`src/rtl/syscall_pkg.sv`:
```
// ---------------------------------------------------------------------------
// syscall_pkg
// Shared definitions for the SYSCALL sequencing controller: the controller
// state encoding and the service numbers decoded from $v0. Imported by the
// control unit and by its testbench so both agree on the service codes.
// No ports (package).
// ---------------------------------------------------------------------------
package syscall_pkg;

  // Controller states: waiting for a syscall, offering a print to the
  // display, retiring the syscall for one cycle, and the terminal halt.
  typedef enum logic [1:0] {
    IDLE  = 2'd0,
    ISSUE = 2'd1,
    DONE  = 2'd2,
    HALT  = 2'd3
  } state_e;

  // Service numbers carried in $v0.
  localparam int SYS_PRINT_INT = 1;
  localparam int SYS_PRINT_HEX = 34;
  localparam int SYS_EXIT      = 10;

endpackage : syscall_pkg

```
`src/rtl/sat_counter.sv`:
```
// ---------------------------------------------------------------------------
// sat_counter
// Up-counter that sticks at its all-ones value instead of wrapping.
// Ports:
//   clk      in   rising-edge clock
//   rst_n    in   asynchronous active-low clear
//   inc_i    in   count one event this cycle
//   count_o  out  current count (WIDTH bits)
// ---------------------------------------------------------------------------
module sat_counter #(
  parameter int WIDTH = 16
) (
  input  logic             clk,
  input  logic             rst_n,
  input  logic             inc_i,
  output logic [WIDTH-1:0] count_o
);

  logic [WIDTH-1:0] count_q;
  logic [WIDTH-1:0] count_d;

  // Next count: step by one on an increment unless already at the ceiling,
  // so the value never wraps back to zero.
  always_comb begin
    count_d = count_q;
    if (inc_i && (count_q != '1)) begin
      count_d = count_q + 1'b1;
    end
  end

  // Count register, cleared asynchronously.
  always_ff @(posedge clk or negedge rst_n) begin
    if (!rst_n) begin
      count_q <= '0;
    end else begin
      count_q <= count_d;
    end
  end

  assign count_o = count_q;

endmodule : sat_counter

```
`src/rtl/syscall_ctrl.sv`:
```
// ---------------------------------------------------------------------------
// syscall_ctrl
// Sequences a SYSCALL in the execute stage. Print services (int / hex) stall
// the pipeline while $a0 is offered to the display over valid/ready, exit
// freezes the CPU until reset, and every other service retires as a no-op.
//
// Optional feature macro: SYSCALL_COUNT_EN
//   defined   -> sys_count counts completed print handshakes, saturating
//   undefined -> no counter flops, sys_count tied to zero
//
// Ports:
//   clk            in   rising-edge clock
//   rst_n          in   asynchronous active-low reset
//   syscall_valid  in   valid SYSCALL instruction sitting in EX
//   v0             in   forwarded $v0 (service number)
//   a0             in   forwarded $a0 (value to print)
//   stall          out  hold PC and IF/ID/EX (combinational)
//   halt           out  CPU halted (registered)
//   disp_valid     out  display request (registered)
//   disp_data      out  value to display (registered)
//   disp_hex       out  1 = hex format, 0 = signed decimal (registered)
//   disp_ready     in   display sink accepts this cycle
//   sys_count      out  completed print handshakes, saturating
// ---------------------------------------------------------------------------
module syscall_ctrl
  import syscall_pkg::*;
#(
  parameter int DATA_W = 32,
  parameter int CNT_W  = 16
) (
  input  logic              clk,
  input  logic              rst_n,
  input  logic              syscall_valid,
  input  logic [DATA_W-1:0] v0,
  input  logic [DATA_W-1:0] a0,
  output logic              stall,
  output logic              halt,
  output logic              disp_valid,
  output logic [DATA_W-1:0] disp_data,
  output logic              disp_hex,
  input  logic              disp_ready,
  output logic [CNT_W-1:0]  sys_count
);

  state_e            state_q, state_d;
  logic              halt_q;
  logic              dispValid_q;
  logic [DATA_W-1:0] dispData_q;
  logic              dispHex_q;

  logic              isPrintInt;
  logic              isPrintHex;
  logic              isExit;
  logic              captureEn;

  // Service decode compares the whole register, so a value such as 0x101
  // does not alias onto print-int through its low bits.
  always_comb begin
    isPrintInt = (v0 == DATA_W'(SYS_PRINT_INT));
    isPrintHex = (v0 == DATA_W'(SYS_PRINT_HEX));
    isExit     = (v0 == DATA_W'(SYS_EXIT));
  end

  // Next-state and stall logic. The stall in IDLE is combinational so the
  // syscall is held in EX in the very cycle it is decoded. DONE drops stall
  // to let the syscall retire, and ignores syscall_valid because the
  // instruction still visible in EX is that same retiring syscall.
  always_comb begin
    state_d   = state_q;
    stall     = 1'b0;
    captureEn = 1'b0;
    unique case (state_q)
      IDLE: begin
        if (syscall_valid) begin
          if (isPrintInt || isPrintHex) begin
            stall     = 1'b1;
            captureEn = 1'b1;
            state_d   = ISSUE;
          end else if (isExit) begin
            stall   = 1'b1;
            state_d = HALT;
          end
        end
      end
      ISSUE: begin
        stall = 1'b1;
        if (disp_ready) begin
          state_d = DONE;
        end
      end
      DONE: begin
        state_d = IDLE;
      end
      HALT: begin
        stall = 1'b1;
      end
      default: begin
        state_d = IDLE;
      end
    endcase
  end

  // State and registered outputs. disp_valid and halt are registered copies
  // of the next state, so they line up exactly with ISSUE and HALT. The
  // display payload is loaded only on entry to ISSUE, which keeps it stable
  // for the whole time the request is waiting on disp_ready.
  always_ff @(posedge clk or negedge rst_n) begin
    if (!rst_n) begin
      state_q     <= IDLE;
      halt_q      <= 1'b0;
      dispValid_q <= 1'b0;
      dispData_q  <= '0;
      dispHex_q   <= 1'b0;
    end else begin
      state_q     <= state_d;
      halt_q      <= (state_d == HALT);
      dispValid_q <= (state_d == ISSUE);
      if (captureEn) begin
        dispData_q <= a0;
        dispHex_q  <= isPrintHex;
      end
    end
  end

  assign halt       = halt_q;
  assign disp_valid = dispValid_q;
  assign disp_data  = dispData_q;
  assign disp_hex   = dispHex_q;

`ifdef SYSCALL_COUNT_EN
  logic countInc;

  // A print completes on the edge that closes the handshake in ISSUE.
  assign countInc = (state_q == ISSUE) && disp_ready;

  sat_counter #(
    .WIDTH (CNT_W)
  ) u_sat_counter (
    .clk     (clk),
    .rst_n   (rst_n),
    .inc_i   (countInc),
    .count_o (sys_count)
  );
`else
  assign sys_count = '0;
`endif

endmodule : syscall_ctrl

```
`config.mk`:
```
export PLATFORM = sky130hd
export DESIGN_NAME = syscall_ctrl
export DESIGN_NICKNAME = d
export VERILOG_FILES = /design/src/rtl/syscall_pkg.sv /design/src/rtl/sat_counter.sv /design/src/rtl/syscall_ctrl.sv
export SDC_FILE = /design/constraint.sdc
export NUM_CORES = 1
export LEC_CHECK = 0
export ABC_AREA = 1
export BUFFER_PORTS_ARGS = -buffer_cell sky130_fd_sc_hd__buf_2
export CORE_AREA = 2 2 76 93
export DETAILED_ROUTE_END_ITERATION = 12
export DIE_AREA = 0 0 78 95
export PLACE_DENSITY = 0.62
export SKIP_LAST_GASP = 1
export SLEW_MARGIN = 40
export SYNTH_ARGS = -nofsm -noshare
export SYNTH_HDL_FRONTEND = slang
export SYNTH_HIERARCHICAL = 1
export SYNTH_SLANG_ARGS = --single-unit
export TNS_END_PERCENT = 20
```
`constraint.sdc`:
```
create_clock -name clk -period 1.2 [get_ports clk]
set_input_delay 0.06 -clock clk [delete_from_list [all_inputs] [get_ports clk]]
set_output_delay 0.06 -clock clk [all_outputs]
set_load 0.005 [all_outputs]
```
==> results.toml, run 1 <==
[critical_path]
critPathMostFrequentCell = "nor2_1"
cpPeakStageDelay_ps = 390
cp_data_arrival_time_ps = 1430
critPathRequiredTime_ps = 1370
critPathLaunchType = "register"
cp-end-kind = "register"
crit_chain = "nor2_1 > buf_4 > nand3_4 > buf_16 > nor2_1 > a21oi_2"
startpoint = "state_q[1]$_DFF_PN0_"
crit_type = "reg2reg"
r2r_start = "state_q[1]$_DFF_PN0_"
path_max_fanout = 24
cpMaxStageDelayCell = "dfrtp_1"

[power_and_ir_drop]
vdd_drop_max_v = 0.000463
p_leak_nw = 1.54
power_density_nw_per_um2 = 952
total_power_w = 0.00262

[routing]
drc = 0
detail-route-antenna-nets = 0
vias = 1726
wl_per_cell_um = 9.78
drt-pass1-iter-count = 4
via_per_inst = 3.99
drtIter0Drc = 47
finalWirelength_um = 4240

[final_layout]
area_growth_pct = 44.1
antenna_cells = 0
layout.nets = 413
nFillCells = 674
drive_gt1_share_pct = 48.6

[global_routing]
grt_max_degree = 49
grt_overflow = 0
antenna_found_initial = 0
grt_pass1_vias = 1535
grt_pass1_wl_um = 6560
grt_usage_pct = 11.3

[timing]
max_freq_mhz = 795
finClkSkew_ps = 8.44
period_minus_slack_ps = 1260
maxSlewViolCount = 0
fin_ws_ps = -57.2
setup_violations = 32
hold_viol_final = 0
rsz0062_at_grt = "yes"
fin_crit_sh_pct = 105

[floorplanning]
start_util_pct = 28.9
die-area_um2 = 7410
die_h_um = 95
ios = 120
num_rows = 33
die_x_um = 78
coreArea_um2 = 6610

[min_path]
min_from = "a0[30]"
hold_class = "in2reg"

[placed_design]
place.gp.congestion = 0.712
pre_cts_ws_ps = -141
hpwl_um = 3080
portBuffers = 103

[synth]
yosys_warnings = 6
synth_top_cell_by_area = "dfrtp_1"
async_flop_share_pct = 100
yosys-top-cells-count = "nor2_1 (59), inv_1 (43), dfrtp_1 (37)"
syn_inst = 225
ys_types = 18
syn_area_um2 = 1910
ys_seq_area_share_pct = 48.5
postSynthAreaPerCell_um2 = 8.48
synth-edff-count = 0
synth-seq-cells = 37
synth_most_common_cell = "nor2_1"
yosysTopAreaCellShare_pct = 48.5
ys.flop_type = "dfrtp_1"
yosys-top-cells-area = "dfrtp_1 (49%), a21oi_2 (14%), nor2_1 (12%)"

[cts]
clkLatencyLatePin_ps = 280
cts_tree = "done"
clock_path_buffers = 2
cts-root-buf = "clkbuf_8"
cts_max_level = 2
cts_buffers = 5
cts_sinks = 37
path_clk_slew_ps = 70

[status]
status = "complete, but fails checks"
violations = "setup timing"

[flow_run]
maxCapViolations = 0
-- sequential cells by signal, indices dropped and copies added (netlist names), named ones only --
name and cells:
state_q 1, disp_data 32, disp_valid 1, halt 1, disp_hex 1
-- power breakdown --
part / total (W) / switching (W) / internal, W
combinational: 0.000248 / 0.000120 / 0.000128
clock: 0.00110 / 0.000427 / 0.000678
sequential: 0.00126 / 0.00000547 / 0.00126
total: 0.00262 / 0.000553 / 0.00206
-- routing by layer --
metal	GRT usage [%]	vias up	routed length (um)
li1	-	876	-
met1	12.5	757	1690
met2	20.0	87	2060
met3	3.06	6	393
met4	5.70	0	88
met5	0	-	0
-- path summary, 6_finish.rpt --
| check | endpoint | slack [ps] | cells past startpoint |
|---|---|---|---|
| worst max-delay path | disp_data[26]$_DFFE_PN0P_ | -60 | 6 |
| worst min-delay path | disp_data[30]$_DFFE_PN0P_ | 10 | 3 |
| worst max register to register | disp_data[26]$_DFFE_PN0P_ | -60 | 6 |
| worst min register to register | disp_hex$_DFFE_PN0P_ | 500 | 2 |
| max in group asynchronous | disp_data[17]$_DFFE_PN0P_ | 430 | 3 |
| min in group asynchronous | disp_data[28]$_DFFE_PN0P_ | 230 | 2 |
-- kinds of logic after synthesis --
| family | after synthesis | share of synthesized area, % |
|---|---|---|
| other cells | 1 | 0.197 |
| simple gates | 86 | 17.8 |
| flops | 37 | 48.5 |
| compound gates | 35 | 15.3 |
| buf+inv | 66 | 18.2 |
-- final cells by class --
cell class,count,area (um^2),area share (%)
inverters,43,161,5.87
clock buffers,7,86.3,3.14
repair buffers,121,706,25.7
multi-input cells,137,731,26.6
well taps,87,109,3.96
clock inverters,1,30.0,1.09
flip-flops and latches,37,926,33.7
-- critical path, delay by kind of cell, from the launching register on --
| kind | cells | cell delay (ps) |
|---|---|---|
| flops | 1 | 390 |
| simple gates | 3 | 370 |
| buf+inv | 2 | 330 |
| compound gates | 1 | 40 |
-- stage by stage --
step / hold slack, ps / cell area, um^2 / setup TNS, ps / instances / utilization (%)
2_1_floorplan: -236 / 1960 / 0 / 240 / -
3_3_place_gp: 29.7 / 2510 / -3330 / 418 / 37.9
3_5_place_dp: 30.5 / 2510 / -3800 / 418 / 37.9
4_1_cts: 0.0146 / 2680 / -1440 / 431 / 40.5
5_1_grt: 8.51 / 2750 / -4840 / 433 / 41.6
6_report: 11.1 / 2750 / -1390 / 433 / 41.6
-- placed cells by master, fill, tap and decap left out, drive strengths merged --
cell,count
nor2,61
dfrtp,37
o21ai,1
buf,116
bufinv,1
a21oi,32
a31oi,1
nand3,2
nand2,23
clkbuf,8
dlygate4sd3,4
inv,43
o31ai,1
conb,16
-- timing repair --
action | in CTS | in global routing
pin swaps | 0 | 4
hold buffers | 4 | 0
endpoints found under the hold margin | 19 | 0
buffers inserted | 1 | 1
setup endpoints to repair | 33 | 36
gates cloned | 0 | 1
gates resized for setup | 2 | 12
Note: power is estimated with default switching activity, not from simulation.
==> run 2, diff against run 1 <==
--- a/config.mk
+++ b/config.mk
@@ -7,9 +7,10 @@
 export LEC_CHECK = 0
 export ABC_AREA = 1
 export BUFFER_PORTS_ARGS = -buffer_cell sky130_fd_sc_hd__buf_2
-export CORE_AREA = 2 2 76 93
+export CORE_AREA = 2 2 83 85
+export CTS_BUF_LIST = sky130_fd_sc_hd__clkbuf_4 sky130_fd_sc_hd__clkbuf_8 sky130_fd_sc_hd__clkbuf_16
 export DETAILED_ROUTE_END_ITERATION = 12
-export DIE_AREA = 0 0 78 95
+export DIE_AREA = 0 0 85 87
 export PLACE_DENSITY = 0.62
 export SKIP_LAST_GASP = 1
 export SLEW_MARGIN = 40
==> run 2 against run 1 <==
Net effect: the run now ends clean; clock-buffer cell count is 1 lower; worst hold slack better by 2.0 ps; core utilization is 0.31 points lower; first-iteration DRC count is 23% lower; clock power is 19% lower; register-to-register slack better by 80 ps; flip-flop and latch count stayed put; critical path type is now reg2out; largest power group unchanged.
==> results.toml, run 2 (same netlist as run 1, synthesis figures left out) <==
[cts]
cts_tree = "done"
clkLatencyLatePin_ps = 280
cts-root-buf = "clkbuf_8"
cts_max_level = 2
path_clk_slew_ps = 70
cts_buffers = 5
clock_path_buffers = 2
cts_sinks = 37

[critical_path]
cp_data_arrival_time_ps = 1130
cp-end-kind = "output port"
cpMaxStageDelayCell = "dfrtp_1"
crit_type = "reg2out"
cpPeakStageDelay_ps = 410
critPathRequiredTime_ps = 1140
critPathLaunchType = "register"
path_max_fanout = 2
critPathMostFrequentCell = "nand2_1"
crit_chain = "buf_4 > inv_2 > nand2_1 > nand2_1 > buf_2"

[timing]
maxSlewViolCount = 0
setup_violations = 0
period_minus_slack_ps = 1190
rsz0062_at_grt = "yes"
fin_crit_sh_pct = 98.9
finClkSkew_ps = 7.32
fin_ws_ps = 13.7
hold_viol_final = 0
holdWs_ps = 13.1
setup-tns-final_ps = 0
max_freq_mhz = 843

[floorplanning]
die-area_um2 = 7400
die_h_um = 87
num_rows = 30
coreArea_um2 = 6570
start_util_pct = 29.0
die_x_um = 85
ios = 120

[routing]
via_per_inst = 3.98
drc = 0
wl_per_cell_um = 9.65
finalWirelength_um = 4090
vias = 1688
drtIter0Drc = 36
detail-route-antenna-nets = 0
drt-pass1-iter-count = 4

[min_path]
hold_class = "in2reg"

[power_and_ir_drop]
power_density_nw_per_um2 = 896
p_leak_nw = 1.51
vdd_drop_max_v = 0.000408

[placed_design]
hpwl_um = 3110
pre_cts_ws_ps = -124
portBuffers = 103
place.gp.congestion = 0.700

[flow_run]
maxCapViolations = 0

[final_layout]
layout_common_cells = "buf_2 (103), nor2_1 (49), inv_1 (40)"
largest_reg_flops = 32
finish.utilization_pct = 41.3
antenna_cells = 0
area_growth_pct = 42.2
layout.nets = 412
layout_commonest_cell = "buf_2"
drive_gt1_share_pct = 49.7

[status]
status = "finished clean"

[global_routing]
grt_pass1_vias = 1604
grt_usage_pct = 11.4
antenna_found_initial = 0
grt_max_degree = 37
grt_pass1_wl_um = 6830
grt_overflow = 0
-- run 2: changes by cell type in the layout (fill, tap and decap cells not counted), sizes merged --
cell / delta
buf: -1
dlygate4sd3: +1
bufinv: -1
clkinvlp: +1
clkbuf: -2
-- run 2: worst paths after layout --
| check | from | endpoint | slack, ps | cells after the start |
|---|---|---|---|---|
| min in group asynchronous | rst_n | disp_data[27]$_DFFE_PN0P_ | 240 | 2 |
| worst min register to register | disp_hex$_DFFE_PN0P_ | disp_hex$_DFFE_PN0P_ | 480 | 2 |
| worst max register to register | state_q[1]$_DFF_PN0_ | disp_data[5]$_DFFE_PN0P_ | 20 | 5 |
| worst max-delay path | state_q[1]$_DFF_PN0_ | stall | 10 | 5 |
| max in group asynchronous | rst_n | disp_data[13]$_DFFE_PN0P_ | 410 | 3 |
| worst min-delay path | a0[20] | disp_data[20]$_DFFE_PN0P_ | 10 | 3 |
-- run 2: through the flow --
stage | cell area [um^2] | std cells | total power [W]
finish | 2710 | 424 | 0.00243
global route | 2710 | 424 | 0.00257
CTS | 2650 | 422 | 0.00247
detailed placement | 2500 | 410 | 0.00153
global placement | 2500 | 410 | 0.00153
floorplan | 1960 | 240 | 0.00138
-- run 2: timing repair --
item / in CTS / in global routing
buffers inserted: 0 / 2
endpoints found under the hold margin: 20 / 0
pin swaps: 1 / 5
hold buffers: 5 / 0
setup endpoints to repair: 34 / 37
resized for setup: 2 / 18
-- run 2: layer usage --
layer,track usage [%],part of all wire [%],vias up
li1,-,-,875
met1,13.8,43,749
met2,20.0,49,59
met3,3.32,6.9,5
met4,3.03,1.1,0
met5,0,0,-
-- run 2: layout make-up --
cell class / instances / area (um^2)
clock buffer: 6 / 82.6
clock inverter: 1 / 7.51
fill: 668 / 3860
inverter: 43 / 161
multi-input combinational: 137 / 751
sequential: 37 / 926
tap: 80 / 100
timing repair buffer: 120 / 684
-- run 2: critical path: cells and delay by family (launching register included) --
kind                   cells  cell delay [ps]
buffers and inverters      3              310
DFF                        1              410
and+or+nand+nor            2              120
-- run 2: report_power, final --
group	internal (W)	switching, W	total [W]
registers	0.00126	0.00000875	0.00127
clock network	0.000454	0.000439	0.000894
logic	0.000141	0.000130	0.000271
total	0.00185	0.000578	0.00243
==> run 3, diff against run 2 <==
--- a/config.mk
+++ b/config.mk
@@ -7,11 +7,12 @@
 export LEC_CHECK = 0
 export ABC_AREA = 1
 export BUFFER_PORTS_ARGS = -buffer_cell sky130_fd_sc_hd__buf_2
-export CORE_AREA = 2 2 83 85
-export CTS_BUF_LIST = sky130_fd_sc_hd__clkbuf_4 sky130_fd_sc_hd__clkbuf_8 sky130_fd_sc_hd__clkbuf_16
+export CORE_AREA = 2 2 91 93
+export CTS_BUF_LIST = sky130_fd_sc_hd__clkbuf_4
+export CTS_CLUSTER_DIAMETER = 40
 export DETAILED_ROUTE_END_ITERATION = 12
-export DIE_AREA = 0 0 85 87
-export PLACE_DENSITY = 0.62
+export DIE_AREA = 0 0 93 95
+export PLACE_DENSITY = 0.54
 export SKIP_LAST_GASP = 1
 export SLEW_MARGIN = 40
 export SYNTH_ARGS = -nofsm -noshare
==> run 3 against run 2 <==
Net effect: the run now ends with setup timing left; die area increased by 19%; global-route usage fell by 1.5 points; flip-flop and latch count is the same; clock power shrank 24%; highest routed layer unchanged.
==> results.toml, run 3 (same netlist as run 1, synthesis figures left out) <==
[power_and_ir_drop]
power_density_nw_per_um2 = 760
p_leak_nw = 1.64
total_power_w = 0.00229
vdd_drop_max_v = 0.000330

[cts]
path_clk_slew_ps = 120
cts-root-buf = "clkbuf_4"
cts_sinks = 37
clock_path_buffers = 2
cts_max_level = 2
cts_buffers = 5
clkLatencyLatePin_ps = 340
cts_tree = "done"

[final_layout]
largest_reg_flops = 32
layout.nets = 441
drive_gt1_share_pct = 44.4
antenna_cells = 0
fin_area_um2 = 3020
layout_common_cells = "buf_2 (103), nor2_1 (55), inv_1 (41)"
layout_commonest_cell = "buf_2"
nFillCells = 824
area_growth_pct = 58.0

[global_routing]
grt_max_degree = 45
grt_pass1_wl_um = 7140
grt_usage_pct = 9.96
grt_overflow = 0
antenna_found_initial = 0
grt_pass1_vias = 1687

[floorplanning]
die_h_um = 95
die-area_um2 = 8840
coreArea_um2 = 7930
num_rows = 33
ios = 120
start_util_pct = 24.1
die_x_um = 93

[critical_path]
reg2reg_slack_ps = 0
critPathLaunchType = "register"
critPathRequiredTime_ps = 1140
cp_data_arrival_time_ps = 1150
crit_type = "reg2out"
path_max_fanout = 2
cp-end-kind = "output port"

[routing]
drt-pass1-iter-count = 4
vias = 1791
wl_per_cell_um = 9.72
via_per_inst = 3.74
drc = 0
detail-route-antenna-nets = 0
drtIter0Drc = 34
finalWirelength_um = 4660

[timing]
max_freq_mhz = 825
fin_ws_ps = -12.0
finClkSkew_ps = 6.98
period_minus_slack_ps = 1210
maxSlewViolCount = 0
hold_viol_final = 0
rsz0062_at_grt = "yes"
setup_violations = 2
fin_crit_sh_pct = 101

[placed_design]
hpwl_um = 3180
place.gp.congestion = 0.712
placed_area_um2 = 2550
portBuffers = 103

[min_path]
hold_class = "in2reg"

[status]
violations = "setup timing"
status = "complete, but fails checks"

[flow_run]
maxCapViolations = 0
-- run 3: cell count changes in the layout (fill, tap and decap cells not counted), moves of 2 or more --
| cell | before | now |
|---|---|---|
| nor2_2 | 10 | 4 |
| clkbuf_4 | 0 | 5 |
| clkbuf_8 | 6 | 0 |
| dlygate4sd3_1 | 5 | 33 |
| nor2_1 | 49 | 55 |
| inv_2 | 3 | 1 |
-- run 3: area by class of cell --
type / count / area, um^2 / share of cell area, %
clock inverter: 3 / 17.5 / 0.581
clock buffer: 5 / 37.5 / 1.24
timing repair buffer: 149 / 1010 / 33.5
multi-input combinational: 137 / 729 / 24.2
inverter: 43 / 164 / 5.44
tap: 105 / 131 / 4.36
sequential: 37 / 926 / 30.7
-- run 3: worst paths after layout --
check / start / end / cells after the start
max in group asynchronous: rst_n / disp_data[19]$_DFFE_PN0P_ / 3
max reg2reg: state_q[1]$_DFF_PN0_ / disp_hex$_DFFE_PN0P_ / 5
max: state_q[1]$_DFF_PN0_ / stall / 5
min in group asynchronous: rst_n / halt$_DFF_PN0_ / 2
min: disp_ready / state_q[1]$_DFF_PN0_ / 5
min reg2reg: disp_hex$_DFFE_PN0P_ / disp_hex$_DFFE_PN0P_ / 2
-- run 3: metal layers --
layer | share of wire, % | vias to the layer above | GRT usage [%]
met5 | 0 | - | 0
met4 | 0.67 | 0 | 3.31
met3 | 5.2 | 2 | 2.00
met2 | 49 | 57 | 18.3
met1 | 45 | 801 | 11.6
li1 | - | 931 | -
-- run 3: timing repair --
| item | CTS | global route |
|---|---|---|
| endpoints found under the hold margin | 69 | 0 |
| setup buffers | 1 | 1 |
| gates cloned | 0 | 1 |
| hold buffers | 33 | 0 |
| pin swaps | 2 | 4 |
| resized for setup | 3 | 12 |
| setup endpoints to repair | 34 | 36 |
-- run 3: critical path, stage by stage (launching register included) --
cell,delay [ps]
dfrtp_1,440
buf_6,140
inv_4,40
nand2_2,40
nand2_2,60
buf_2,110
-- run 3: per-stage QoR --
step	instances	worst slack (ps)	utilization, %	hold slack [ps]	setup TNS, ps
6_report	479	-12.0	38.0	47.9	-16.5
5_1_grt	479	-105	38.0	78.7	-2080
4_1_cts	477	-49.9	37.2	57.1	-659
3_5_place_dp	435	-111	32.1	20.0	-2980
3_3_place_gp	435	-89.0	32.1	14.3	-2300
2_1_floorplan	240	53.0	-	-236	0
-- run 3: power by group --
| group | switching [W] | total, W | internal [W] | leakage, nW |
|---|---|---|---|---|
| sequential | 0.00000933 | 0.00127 | 0.00126 | 0.348 |
| combinational | 0.000139 | 0.000344 | 0.000205 | 1.25 |
| clock | 0.000458 | 0.000681 | 0.000223 | 0.0326 |
| total | 0.000606 | 0.00229 | 0.00169 | 1.64 |
